[src/rtl/bus_master_seq.sv]
// Sequencing bus initiator: writes an incrementing pattern block, then (with
// BUS_MASTER_VERIFY_EN defined) reads it back and compares every word.
//
// state     | meaning
// IDLE      | waiting for start, outputs parked
// REQ       | bus requested, waiting for first grant
// WRITE     | one pattern word per granted cycle
// RD_ADDR   | read address issued
// RD_WAIT   | holding address for the slave read latency
// CHECK     | m_din compared against the expected pattern word
// FIN       | one-cycle done pulse, bus released
module bus_master_seq #(
    parameter int RD_LAT = 2
) (
    input  logic        clk,
    input  logic        reset,
    input  logic        start,
    input  logic [15:0] base_addr,
    input  logic [7:0]  length,
    input  logic [31:0] seed,
    input  logic        m_grant,
    input  logic [63:0] m_din,
    output logic        m_req,
    output logic        m_wr,
    output logic [15:0] m_addr,
    output logic [31:0] m_dout,
    output logic        busy,
    output logic        done,
    output logic        err,
    output logic [7:0]  err_count
);

    typedef enum logic [2:0] {
        S_IDLE,
        S_REQ,
        S_WRITE,
        S_RD_ADDR,
        S_RD_WAIT,
        S_CHECK,
        S_FIN
    } state_t;

    state_t      state_q, state_d;
    logic [15:0] base_q, base_d;
    logic [7:0]  len_q, len_d;
    logic [31:0] seed_q, seed_d;
    logic [7:0]  idx_q, idx_d;
    logic        m_req_q, m_req_d;
    logic        m_wr_q, m_wr_d;
    logic [15:0] m_addr_q, m_addr_d;
    logic [31:0] m_dout_q, m_dout_d;
    logic        busy_q, busy_d;
    logic        done_q, done_d;
    logic        err_q, err_d;

    logic [7:0]  idx_nxt;
    logic        last_word;
    logic        to_fin;
    logic [16:0] end_addr;
    logic        range_bad;

    assign idx_nxt   = idx_q + 8'd1;
    assign last_word = (idx_q == len_q - 8'd1);
    // Last address computed one bit wider so a block running past 0xFFFF is still caught.
    assign end_addr  = {1'b0, base_addr} + {9'd0, length} - 17'd1;
    assign range_bad = (base_addr < 16'h0100) || (end_addr > 17'h001FF);

`ifdef BUS_MASTER_VERIFY_EN
    logic [3:0]  wait_q, wait_d;
    logic        restart_q, restart_d;
    logic [7:0]  err_cnt_q, err_cnt_d;
    logic        mismatch;

    assign mismatch = (m_din !== {32'd0, seed_q + {24'd0, idx_q}});
`else
    logic unused_din;
    assign unused_din = (^m_din) ^ (RD_LAT > 1);
`endif

    always_comb begin
        state_d  = state_q;
        base_d   = base_q;
        len_d    = len_q;
        seed_d   = seed_q;
        idx_d    = idx_q;
        m_req_d  = m_req_q;
        m_wr_d   = m_wr_q;
        m_addr_d = m_addr_q;
        m_dout_d = m_dout_q;
        busy_d   = busy_q;
        done_d   = 1'b0;
        err_d    = err_q;
        to_fin   = 1'b0;
`ifdef BUS_MASTER_VERIFY_EN
        wait_d    = wait_q;
        restart_d = restart_q;
        err_cnt_d = err_cnt_q;
`endif
        case (state_q)
            S_IDLE: begin
                if (start) begin
                    base_d = base_addr;
                    len_d  = length;
                    seed_d = seed;
                    idx_d  = 8'd0;
                    err_d  = 1'b0;
`ifdef BUS_MASTER_VERIFY_EN
                    err_cnt_d = 8'd0;
`endif
                    if (length == 8'd0) begin
                        to_fin = 1'b1;
                    end else if (range_bad) begin
                        err_d  = 1'b1;
                        to_fin = 1'b1;
                    end else begin
                        state_d = S_REQ;
                        m_req_d = 1'b1;
                        busy_d  = 1'b1;
                    end
                end
            end
            S_REQ: begin
                if (m_grant) begin
                    state_d  = S_WRITE;
                    m_wr_d   = 1'b1;
                    m_addr_d = base_q;
                    m_dout_d = seed_q;
                end
            end
            S_WRITE: begin
                if (m_grant) begin
                    if (last_word) begin
                        idx_d = 8'd0;
`ifdef BUS_MASTER_VERIFY_EN
                        state_d  = S_RD_ADDR;
                        m_wr_d   = 1'b0;
                        m_addr_d = base_q;
                        m_dout_d = 32'd0;
`else
                        to_fin = 1'b1;
`endif
                    end else begin
                        idx_d    = idx_nxt;
                        m_addr_d = base_q + {8'd0, idx_nxt};
                        m_dout_d = seed_q + {24'd0, idx_nxt};
                    end
                end
            end
`ifdef BUS_MASTER_VERIFY_EN
            S_RD_ADDR: begin
                if (m_grant) begin
                    state_d = S_RD_WAIT;
                    wait_d  = 4'(RD_LAT - 2);
                end
            end
            // A grant gap invalidates the slave pipeline, so the read is reissued.
            S_RD_WAIT: begin
                if (!m_grant) begin
                    restart_d = 1'b1;
                end else if (restart_q) begin
                    restart_d = 1'b0;
                    state_d   = S_RD_ADDR;
                end else if (wait_q == 4'd0) begin
                    state_d = S_CHECK;
                end else begin
                    wait_d = wait_q - 4'd1;
                end
            end
            S_CHECK: begin
                if (!m_grant) begin
                    restart_d = 1'b1;
                end else if (restart_q) begin
                    restart_d = 1'b0;
                    state_d   = S_RD_ADDR;
                end else begin
                    if (mismatch) begin
                        err_d = 1'b1;
                        if (err_cnt_q != 8'hFF) begin
                            err_cnt_d = err_cnt_q + 8'd1;
                        end
                    end
                    if (last_word) begin
                        to_fin = 1'b1;
                    end else begin
                        idx_d    = idx_nxt;
                        state_d  = S_RD_ADDR;
                        m_addr_d = base_q + {8'd0, idx_nxt};
                    end
                end
            end
`endif
            S_FIN: begin
                state_d = S_IDLE;
            end
            default: begin
                state_d = S_IDLE;
            end
        endcase

        if (to_fin) begin
            state_d  = S_FIN;
            m_req_d  = 1'b0;
            m_wr_d   = 1'b0;
            m_addr_d = 16'd0;
            m_dout_d = 32'd0;
            busy_d   = 1'b0;
            done_d   = 1'b1;
        end
    end

    always_ff @(posedge clk or posedge reset) begin
        if (reset) begin
            state_q  <= S_IDLE;
            base_q   <= 16'd0;
            len_q    <= 8'd0;
            seed_q   <= 32'd0;
            idx_q    <= 8'd0;
            m_req_q  <= 1'b0;
            m_wr_q   <= 1'b0;
            m_addr_q <= 16'd0;
            m_dout_q <= 32'd0;
            busy_q   <= 1'b0;
            done_q   <= 1'b0;
            err_q    <= 1'b0;
`ifdef BUS_MASTER_VERIFY_EN
            wait_q    <= 4'd0;
            restart_q <= 1'b0;
            err_cnt_q <= 8'd0;
`endif
        end else begin
            state_q  <= state_d;
            base_q   <= base_d;
            len_q    <= len_d;
            seed_q   <= seed_d;
            idx_q    <= idx_d;
            m_req_q  <= m_req_d;
            m_wr_q   <= m_wr_d;
            m_addr_q <= m_addr_d;
            m_dout_q <= m_dout_d;
            busy_q   <= busy_d;
            done_q   <= done_d;
            err_q    <= err_d;
`ifdef BUS_MASTER_VERIFY_EN
            wait_q    <= wait_d;
            restart_q <= restart_d;
            err_cnt_q <= err_cnt_d;
`endif
        end
    end

    assign m_req  = m_req_q;
    assign m_wr   = m_wr_q;
    assign m_addr = m_addr_q;
    assign m_dout = m_dout_q;
    assign busy   = busy_q;
    assign done   = done_q;
    assign err    = err_q;
`ifdef BUS_MASTER_VERIFY_EN
    assign err_count = err_cnt_q;
`else
    assign err_count = 8'd0;
`endif

endmodule

[config.mk]
export PLATFORM = sky130hd
export DESIGN_NAME = bus_master_seq
export DESIGN_NICKNAME = d
export VERILOG_FILES = /design/src/rtl/bus_master_seq.sv
export SDC_FILE = /design/constraint.sdc
export NUM_CORES = 1
export LEC_CHECK = 0
export ABC_AREA = 1
export ABC_CLOCK_PERIOD_IN_PS = 7250
export CAP_MARGIN = 20
export CORE_MARGIN = 2
export CORE_UTILIZATION = 55
export DETAILED_ROUTE_END_ITERATION = 8
export HOLD_SLACK_MARGIN = 0.1
export PLACE_DENSITY = 0.86
export SYNTH_ARGS = -nofsm -noshare
export SYNTH_HDL_FRONTEND = slang
export SYNTH_SLANG_ARGS = --single-unit
[constraint.sdc]
create_clock -name clk -period 7.25 [get_ports clk]
set_input_delay 0.725 -clock clk [delete_from_list [all_inputs] [get_ports clk]]
set_output_delay 0.725 -clock clk [all_outputs]
set_load 0.02 [all_outputs]
==> reports/results.env, run 1 <==
WL_MET1_UM=9235
PLACE_WORST_SETUP_SLACK_PS=2110
LAYOUT.CORE_UTILIZATION=0.6770
CTS_SINKS=119
FP-ROW-COUNT=45
OUTCOME='finished clean'
IR_WORST_VDD_mV=0.1577
ANT_NETS=0
SYNTH-SIMPLE-AREA-SHARE=0.3347
CRITICAL_PATH_ARRIVAL_PS=4680
DIE_HEIGHT_UM=128.1
CLOCK-ROOT-BUFFER='clkbuf_16'
FINAL.PERIOD_UTILIZATION=0.5952
GLOBALROUTEOVERFLOWTOTAL=0
PORT_BUFFERS=112
POWER_LEAKAGE_nW=5.423
DIE-WIDTH_UM=128.1
YS_SEQ_ELEMENTS=119
DIODES=0
RATIO_OF_ROUTED_VIAS_TO_STANDARD_CELLS=5.467
SYNTH.TOP_CELL.AREA_SHARE=0.3514
GRT_PASS1_VIAS=8081
TRITONCTS_CLOCK_TREE='done'
SKEW_PS=5.678
GROUTE.USAGE.OVERALL=0.2864
ROUTED_WL_UM=22580
SYNTH.LARGEST_AREA_CELL='dfrtp_1'
TRITONCTS.NUM_BUFFERS=17
RSZ0062_AT_GRT='false'
SETUP-TNS-FINAL_PS=0
DETAILROUTE.VIA_COUNT=8271
SETUP_WS_PS=2935
HOLD_PATH.CLASS='reg2reg'
DRT_ITER0_DRC=679
WORSTSETUPSTARTPOINTTYPE='primary input'
INITIAL_UTILIZATION=0.5595
YOSYS.CELL_TYPES.COUNT=40
DR_WL_MET3_UM=968
DETAILED_PLACE_HPWL_UM=16750
NETLIST_TOP_CELLS_AREA='dfrtp_1, nand2_1, ha_1, inv_1, nand4_1'
DETAIL_ROUTE.DRC_VIOLATIONS=0
SYNTH_ENABLE_FLOP_CELLS=0
YOSYS-TOP-CELLS-COUNT='nand2_1, inv_1, dfrtp_1, nor2_1, o21ai_0'
POST_CTS_BUFFERS=0
HOLD_VIOLATIONS=0
SYNTH_COMPOUND_AREA_FRAC=0.08431
FINAL_LAYOUT_SIZE_SUFFIX_GT1_FRAC=0.05509
SYNTH.YOSYS.SEQ_AREA_SHARE=0.3514
WORST_HOLD_SLACK_PS=480.8
WORSTPATHREQUIRED_PS=7610
POST_SYNTH_MUX_AREA_SHARE=0.001181
NUM_IO_PINS=185
GRT_START_MAX_NET_PINS=71
MAX_CAP_VIOLATIONS=0
POST_SYNTH_INST_COUNT=1222
GP_CONGESTION=0.9365
DETAILROUTE.WIRELENGTH.MET2_UM=11180
CORE_AREA_UM2=15150
TIMING.MAX_SLEW.REL_SLACK=0.3546
ROUTED_WIRE_LENGTH_PER_INSTANCE_UM=14.92
CLK_PIN_SLEW_PS=50
END_KIND='register'
TIMING.FINAL.SETUP_VIOLATIONS=0
WORSTSETUPPATHTYPE='in2reg'
MAXIMUM_CLOCK_FREQUENCY_MHz=231.7
CRITICAL_PATH_PEAK_FANOUT=49
SYNTH-WARNING-COUNT=0
CLK_PATH_BUF_DEPTH=2
POWER-PER-CELL-AREA_nW_PER_UM2=218.0
FINAL-MAX-SLEW-VIOLATION-COUNT=0
GRT_ANTENNA_BEFORE_REPAIR=0
MAIN_COMBINATIONAL_CELL_FAMILY_BY_AREA_AFTER_SYNTHESIS='simple AND/OR/NAND/NOR gates'
PARITY_GATE_SHARE_OF_THE_SYNTHESIZED_AREA_COUNTING_XOR_AND_XNOR_CELLS=0.04858
CLK_LATENCY_PS=430
DOMINANTREGCELLSYNTH='dfrtp_1'
SYNTHESIS.AREA_UM2=8474
CTS_RESIZED=0
NNETSFINAL=1485
AVGSYNTHCELLAREA_UM2=6.935
SYNTHADDERAREAFRAC=0.07500
SYNTHMOSTINSTANTIATEDCELL='nand2_1'
GRT_FIRST_PASS_WIRELENGTH_UM=37070
TIGHTEST_SLEW_PS=965.8
CTS-HOLD-FIX-BUFFERS=0
CTS_MAX_LEVEL=4
SYN_TO_FINAL_GROWTH_PCT=21.00
LAYOUT_MIN_CYCLE_TIME_PS=4315
DIE_AREA_UM2=16420
SYNTHARSTFLOPSHARE=1.000
DR.MAX_LAYER_USED='met4'
DRTPASS1ITERATIONS=5
registers in the layout (all words and copies together), names as in the netlist:
| register | flops |
|---|---|
| len_q | 8 |
| err | 1 |
| idx_q | 8 |
| done | 1 |
| m_dout | 32 |
| m_addr | 16 |
| base_q | 16 |
| state_q | 3 |
| seed_q | 32 |
| m_wr | 1 |
| busy | 1 |
kinds of logic (layout without fill, tap and decap cells):
family                   after synthesis  after routing
adder cells (fa/ha/maj)               49             49
buffers and inverters                216            312
AND/OR/NAND/NOR                      655            655
flip-flops                           119            119
XOR/XNOR                              47             47
other                                  1              8
multiplexers                           1              1
AO/OA/AOI/OAI                        134            134
worst max-delay path: stages:
cell and delay (ps):
clkdlybuf4s50_1 470, inv_1 60, ha_1 260, inv_1 60
ha_1 200, inv_1 90, fa_1 380, inv_1 90
nand3_1 70, nand3_1 130, nand2_1 70, nand2_1 70
nand3_1 110, nand3_1 110, nand2_1 70, nor2_2 170
nand3_2 130, nand2_4 130, nand3_4 420, nand3_2 360
buf_12 260, nand2_1 110, nand2_1 90
layout make-up:
cell class                      count  area (µm²)
Clock buffer                       21       460.4
Inverter                          162       610.6
Fill cell                        1252        4892
Multi-Input combinational cell    894        4643
Clock inverter                     11       147.6
Tap cell                          188       235.2
Timing Repair Buffer              118        1179
Sequential cell                   119        2978
final timing paths:
path,startpoint,to,slack (ps),depth (start not counted)
worst max-delay path,length[1],m_dout[15],2930,23
worst min-delay path,m_dout[18],m_dout[18],480,2
worst max register to register,idx_q[0],m_dout[12],3780,18
worst min register to register,m_dout[18],m_dout[18],480,2
max in group asynchronous,reset,m_wr,5240,3
min in group asynchronous,reset,seed_q[12],720,2
where the power goes:
group / internal, mW / switching [mW]
sequential: 0.715 / 0.0431
combinational: 0.243 / 0.373
clock: 0.558 / 0.303
cell usage in the layout, fill, tap and decap left out, types with 3 or more instances in the layout:
cell / instances
nor3_1: 17
inv_1: 152
nand3_1: 46
o21ai_0: 75
clkinv_2: 3
nor4_1: 8
nand2_1: 383
nand3_2: 3
xor2_1: 41
ha_1: 46
nor2_1: 105
inv_2: 9
conb_1: 8
fa_1: 3
bufinv_16: 3
a21oi_1: 40
dfrtp_1: 119
o22ai_1: 5
nand2_2: 11
clkdlybuf4s50_1: 112
clkbuf_16: 17
and2_1: 3
nand4_1: 68
clkinv_4: 3
xnor2_1: 6
a21oi_2: 3
buf_4: 5
nor2_2: 5
a21o_1: 3
through the flow:
step	power, mW	cell area (µm²)	cells
2_1_floorplan	1.156	8501	1229
3_3_place_gp	1.357	9625	1480
3_5_place_dp	1.378	9625	1480
4_1_cts	2.243	10230	1512
5_1_grt	2.351	10250	1513
6_report	2.235	10250	1513
per-layer routing:
layer | vias up | track usage
met4 | 0 | 0.1648
met2 | 262 | 0.5058
met5 | - | 0
li1 | 4077 | -
met3 | 73 | 0.04967
met1 | 3859 | 0.3265
Note: power is estimated with default switching activity, not from simulation.
==> run 2, diff against run 1 <==
--- a/config.mk
+++ b/config.mk
@@ -6,13 +6,13 @@
 export NUM_CORES = 1
 export LEC_CHECK = 0
 export ABC_AREA = 1
-export ABC_CLOCK_PERIOD_IN_PS = 7250
+export ABC_CLOCK_PERIOD_IN_PS = 3800
 export CAP_MARGIN = 20
 export CORE_MARGIN = 2
-export CORE_UTILIZATION = 55
+export CORE_UTILIZATION = 47
 export DETAILED_ROUTE_END_ITERATION = 8
 export HOLD_SLACK_MARGIN = 0.1
-export PLACE_DENSITY = 0.86
+export PLACE_DENSITY = 0.78
 export SYNTH_ARGS = -nofsm -noshare
 export SYNTH_HDL_FRONTEND = slang
 export SYNTH_SLANG_ARGS = --single-unit
==> constraint.sdc (replaced) <==
create_clock -name clk -period 3.8 [get_ports clk]
set_input_delay 0.38 -clock clk [delete_from_list [all_inputs] [get_ports clk]]
set_output_delay 0.38 -clock clk [all_outputs]
set_load 0.02 [all_outputs]
==> reports/results.env, run 2 (synthesis gave the netlist of run 1 again) <==
TIMING.FINAL.SETUP_VIOLATIONS=0  # unchanged
WORSTSETUPPATHTYPE='reg2reg'
OUTCOME='finished clean'
DETAILROUTE.WIRELENGTH.MET2_UM=11330  # +1.3%
FINAL_LAYOUT_SIZE_SUFFIX_GT1_FRAC=0.05798  # +0.002888
SYN_TO_FINAL_GROWTH_PCT=22.49
HOLD_VIOLATIONS=0  # unchanged
CRIT-REG2REG-LAUNCH='idx_q[0]'
MAXIMUM_CLOCK_FREQUENCY_MHz=287.9
WL_MET1_UM=9633  # +4.3%
CLK_PATH_BUF_DEPTH=2  # unchanged
POWER-PER-CELL-AREA_nW_PER_UM2=411.5  # +89%
DRT_ITER0_DRC=689  # +1.5%
TIMING.MAX_SLEW.REL_SLACK=0.4605  # +0.1059
DR.MAX_LAYER_USED='met4'
POWER_LEAKAGE_nW=5.457  # +0.62%
IR_WORST_VDD_mV=0.2290  # +45%
DRTPASS1ITERATIONS=5  # unchanged
POST_CTS_BUFFERS=0  # unchanged
DETAILED_PLACE_HPWL_UM=17220  # +2.8%
MOSTFREQUENTLAYOUTCELL='nand2_1'
CTS_RESIZED=0  # unchanged
DETAILROUTE.VIA_COUNT=8153  # -1.4%
RATIO_OF_ROUTED_VIAS_TO_STANDARD_CELLS=5.236  # -4.2%
CLK_PIN_SLEW_PS=60  # about the same
CTS_SINKS=119  # unchanged
CRITICAL_PATH_ARRIVAL_PS=3780  # -900 ps
LAYOUT.CORE_UTILIZATION=0.5818  # -0.09518
CRITPATHTOPFAMILY='simple AND/OR/NAND/NOR gates'
INITIAL_UTILIZATION=0.4750  # -0.08452
TRITONCTS.NUM_BUFFERS=17  # unchanged
GRT_START_MAX_NET_PINS=65  # -8.5%
DIE_AREA_UM2=19120  # +16%
ANT_NETS=0  # unchanged
GROUTE.USAGE.OVERALL=0.2469  # -0.03949
DETAIL_ROUTE.DRC_VIOLATIONS=0  # unchanged
TIGHTEST_SLEW_PS=809.2  # -156.6 ps
RR_WORST_DEPTH=18  # unchanged
PORT_BUFFERS=112  # unchanged
DIE_HEIGHT_UM=138.3  # +7.9%
SETUP-TNS-FINAL_PS=0  # unchanged
MAX_CAP_VIOLATIONS=0  # unchanged
TRITONCTS_CLOCK_TREE='done'
R2R_SETUP_SLACK_PS=330  # -3450 ps
CRITICAL_PATH_PEAK_FANOUT=5  # -90%
GP_CONGESTION=0.9299  # -0.70%
CTS-HOLD-FIX-BUFFERS=0  # unchanged
ROUTED_WL_UM=23040  # +2.0%
DIODES=0  # unchanged
WORSTSETUPSTARTPOINTTYPE='register'
FILL_CELLS=1648  # +32%
NNETSFINAL=1489  # +0.27%
FINAL-MAX-SLEW-VIOLATION-COUNT=0  # unchanged
END_KIND='register'
CRIT_PATH_CELL_TRACE='inv_1, nor3_1, nand3_1, nor2_1, nand2_1, xor2_1, inv_1, ha_1, nand2_1, nor4_1, nand3b_1, o21ai_0, xor2_1, nand2_1, o21ai_0, nor2_1, nand4_1, nand2_1'
ROUTED_WIRE_LENGTH_PER_INSTANCE_UM=14.79  # -0.85%
HOLD_PATH.CLASS='in2async'
R2R_END='m_dout[20]'
GRT_ANTENNA_BEFORE_REPAIR=0  # unchanged
CLOCK-ROOT-BUFFER='clkbuf_16'
RSZ0062_AT_GRT='false'
CRITPATHMOSTFREQUENTCELL='nand2_1'
GRT_FIRST_PASS_WIRELENGTH_UM=38320  # +3.4%
CTS_MAX_LEVEL=4  # unchanged
CRIT_SLOWEST_CELL='dfrtp_1'
GRT_PASS1_VIAS=7882  # -2.5%
FP-ROW-COUNT=49  # +8.9%
FINAL.PERIOD_UTILIZATION=0.9140
MOST_USED_CELLS_IN_THE_LAYOUT_EXCLUDING_FILL_AND_TAP_CELLS='nand2_1, inv_1, dfrtp_1'
CLK_LATENCY_PS=430  # about the same
DR_WL_MET3_UM=1054  # +8.9%
WORSTPATHBUFFERINVERTERCOUNT=2  # -4
DIE-WIDTH_UM=138.3  # +7.9%
SKEW_PS=8.499  # +2.821 ps
LAYOUT_MIN_CYCLE_TIME_PS=3473
CORE_AREA_UM2=17840  # +18%
WORSTPATHREQUIRED_PS=4110  # -3500 ps
WORST_PATH_LARGEST_CELL_DELAY_PS=410  # -60 ps
GLOBALROUTEOVERFLOWTOTAL=0  # unchanged
NUM_IO_PINS=185  # unchanged
## run 2: changes by cell type in the layout (fill, tap and decap cells not counted)
cell and delta:
buf_12 +4, clkbuf_1 -1, clkinv_4 -3, clkinvlp_4 +1
inv_6 +2
## run 2: cell type report
| type | count | area (µm²) | area share |
|---|---|---|---|
| well taps | 229 | 286.5 | 0.02760 |
| multi-input cells | 894 | 4643 | 0.4473 |
| flip-flops and latches | 119 | 2978 | 0.2869 |
| inverters | 162 | 610.6 | 0.05882 |
| repair buffers | 122 | 1259 | 0.1213 |
| clock buffers | 20 | 456.7 | 0.04400 |
| clock inverters | 11 | 146.4 | 0.01410 |
## run 2: worst max-delay path by stage
stage | endpoint | start | slack (ps) | cells past startpoint
floorplan | base_q[0] | reset | 260 | 1
global placement | m_addr[7] | length[1] | 100 | 23
detailed placement | m_dout[9] | length[1] | 10 | 23
CTS | m_dout[12] | idx_q[0] | 330 | 18
global route | m_dout[18] | idx_q[0] | 30 | 18
finish | m_dout[20] | idx_q[0] | 330 | 18
## run 2: report_power, final
| group | total [mW] | switching, mW | internal (mW) |
|---|---|---|---|
| Combinational | 1.17 | 0.706 | 0.465 |
| Clock | 1.66 | 0.597 | 1.06 |
| Sequential | 1.44 | 0.0767 | 1.36 |
| Total | 4.27 | 1.38 | 2.89 |
## run 2: layer usage
layer	vias up	global-route usage
met4	0	0.1214
li1	4081	-
met2	235	0.4310
met1	3774	0.2934
met5	-	0
met3	63	0.04468
## run 2: through the flow
step	instances	hold slack, ps	power (mW)	instance area [µm²]	setup slack, ps
final	1557	473.6	4.272	10380	327.0
after global routing	1557	498.6	4.499	10380	25.53
after CTS	1557	482.0	4.293	10380	329.5
after detailed placement	1526	466.4	2.631	9777	10.12
after global placement	1526	466.5	2.603	9777	98.67
after floorplan	1229	469.5	2.206	8501	262.5
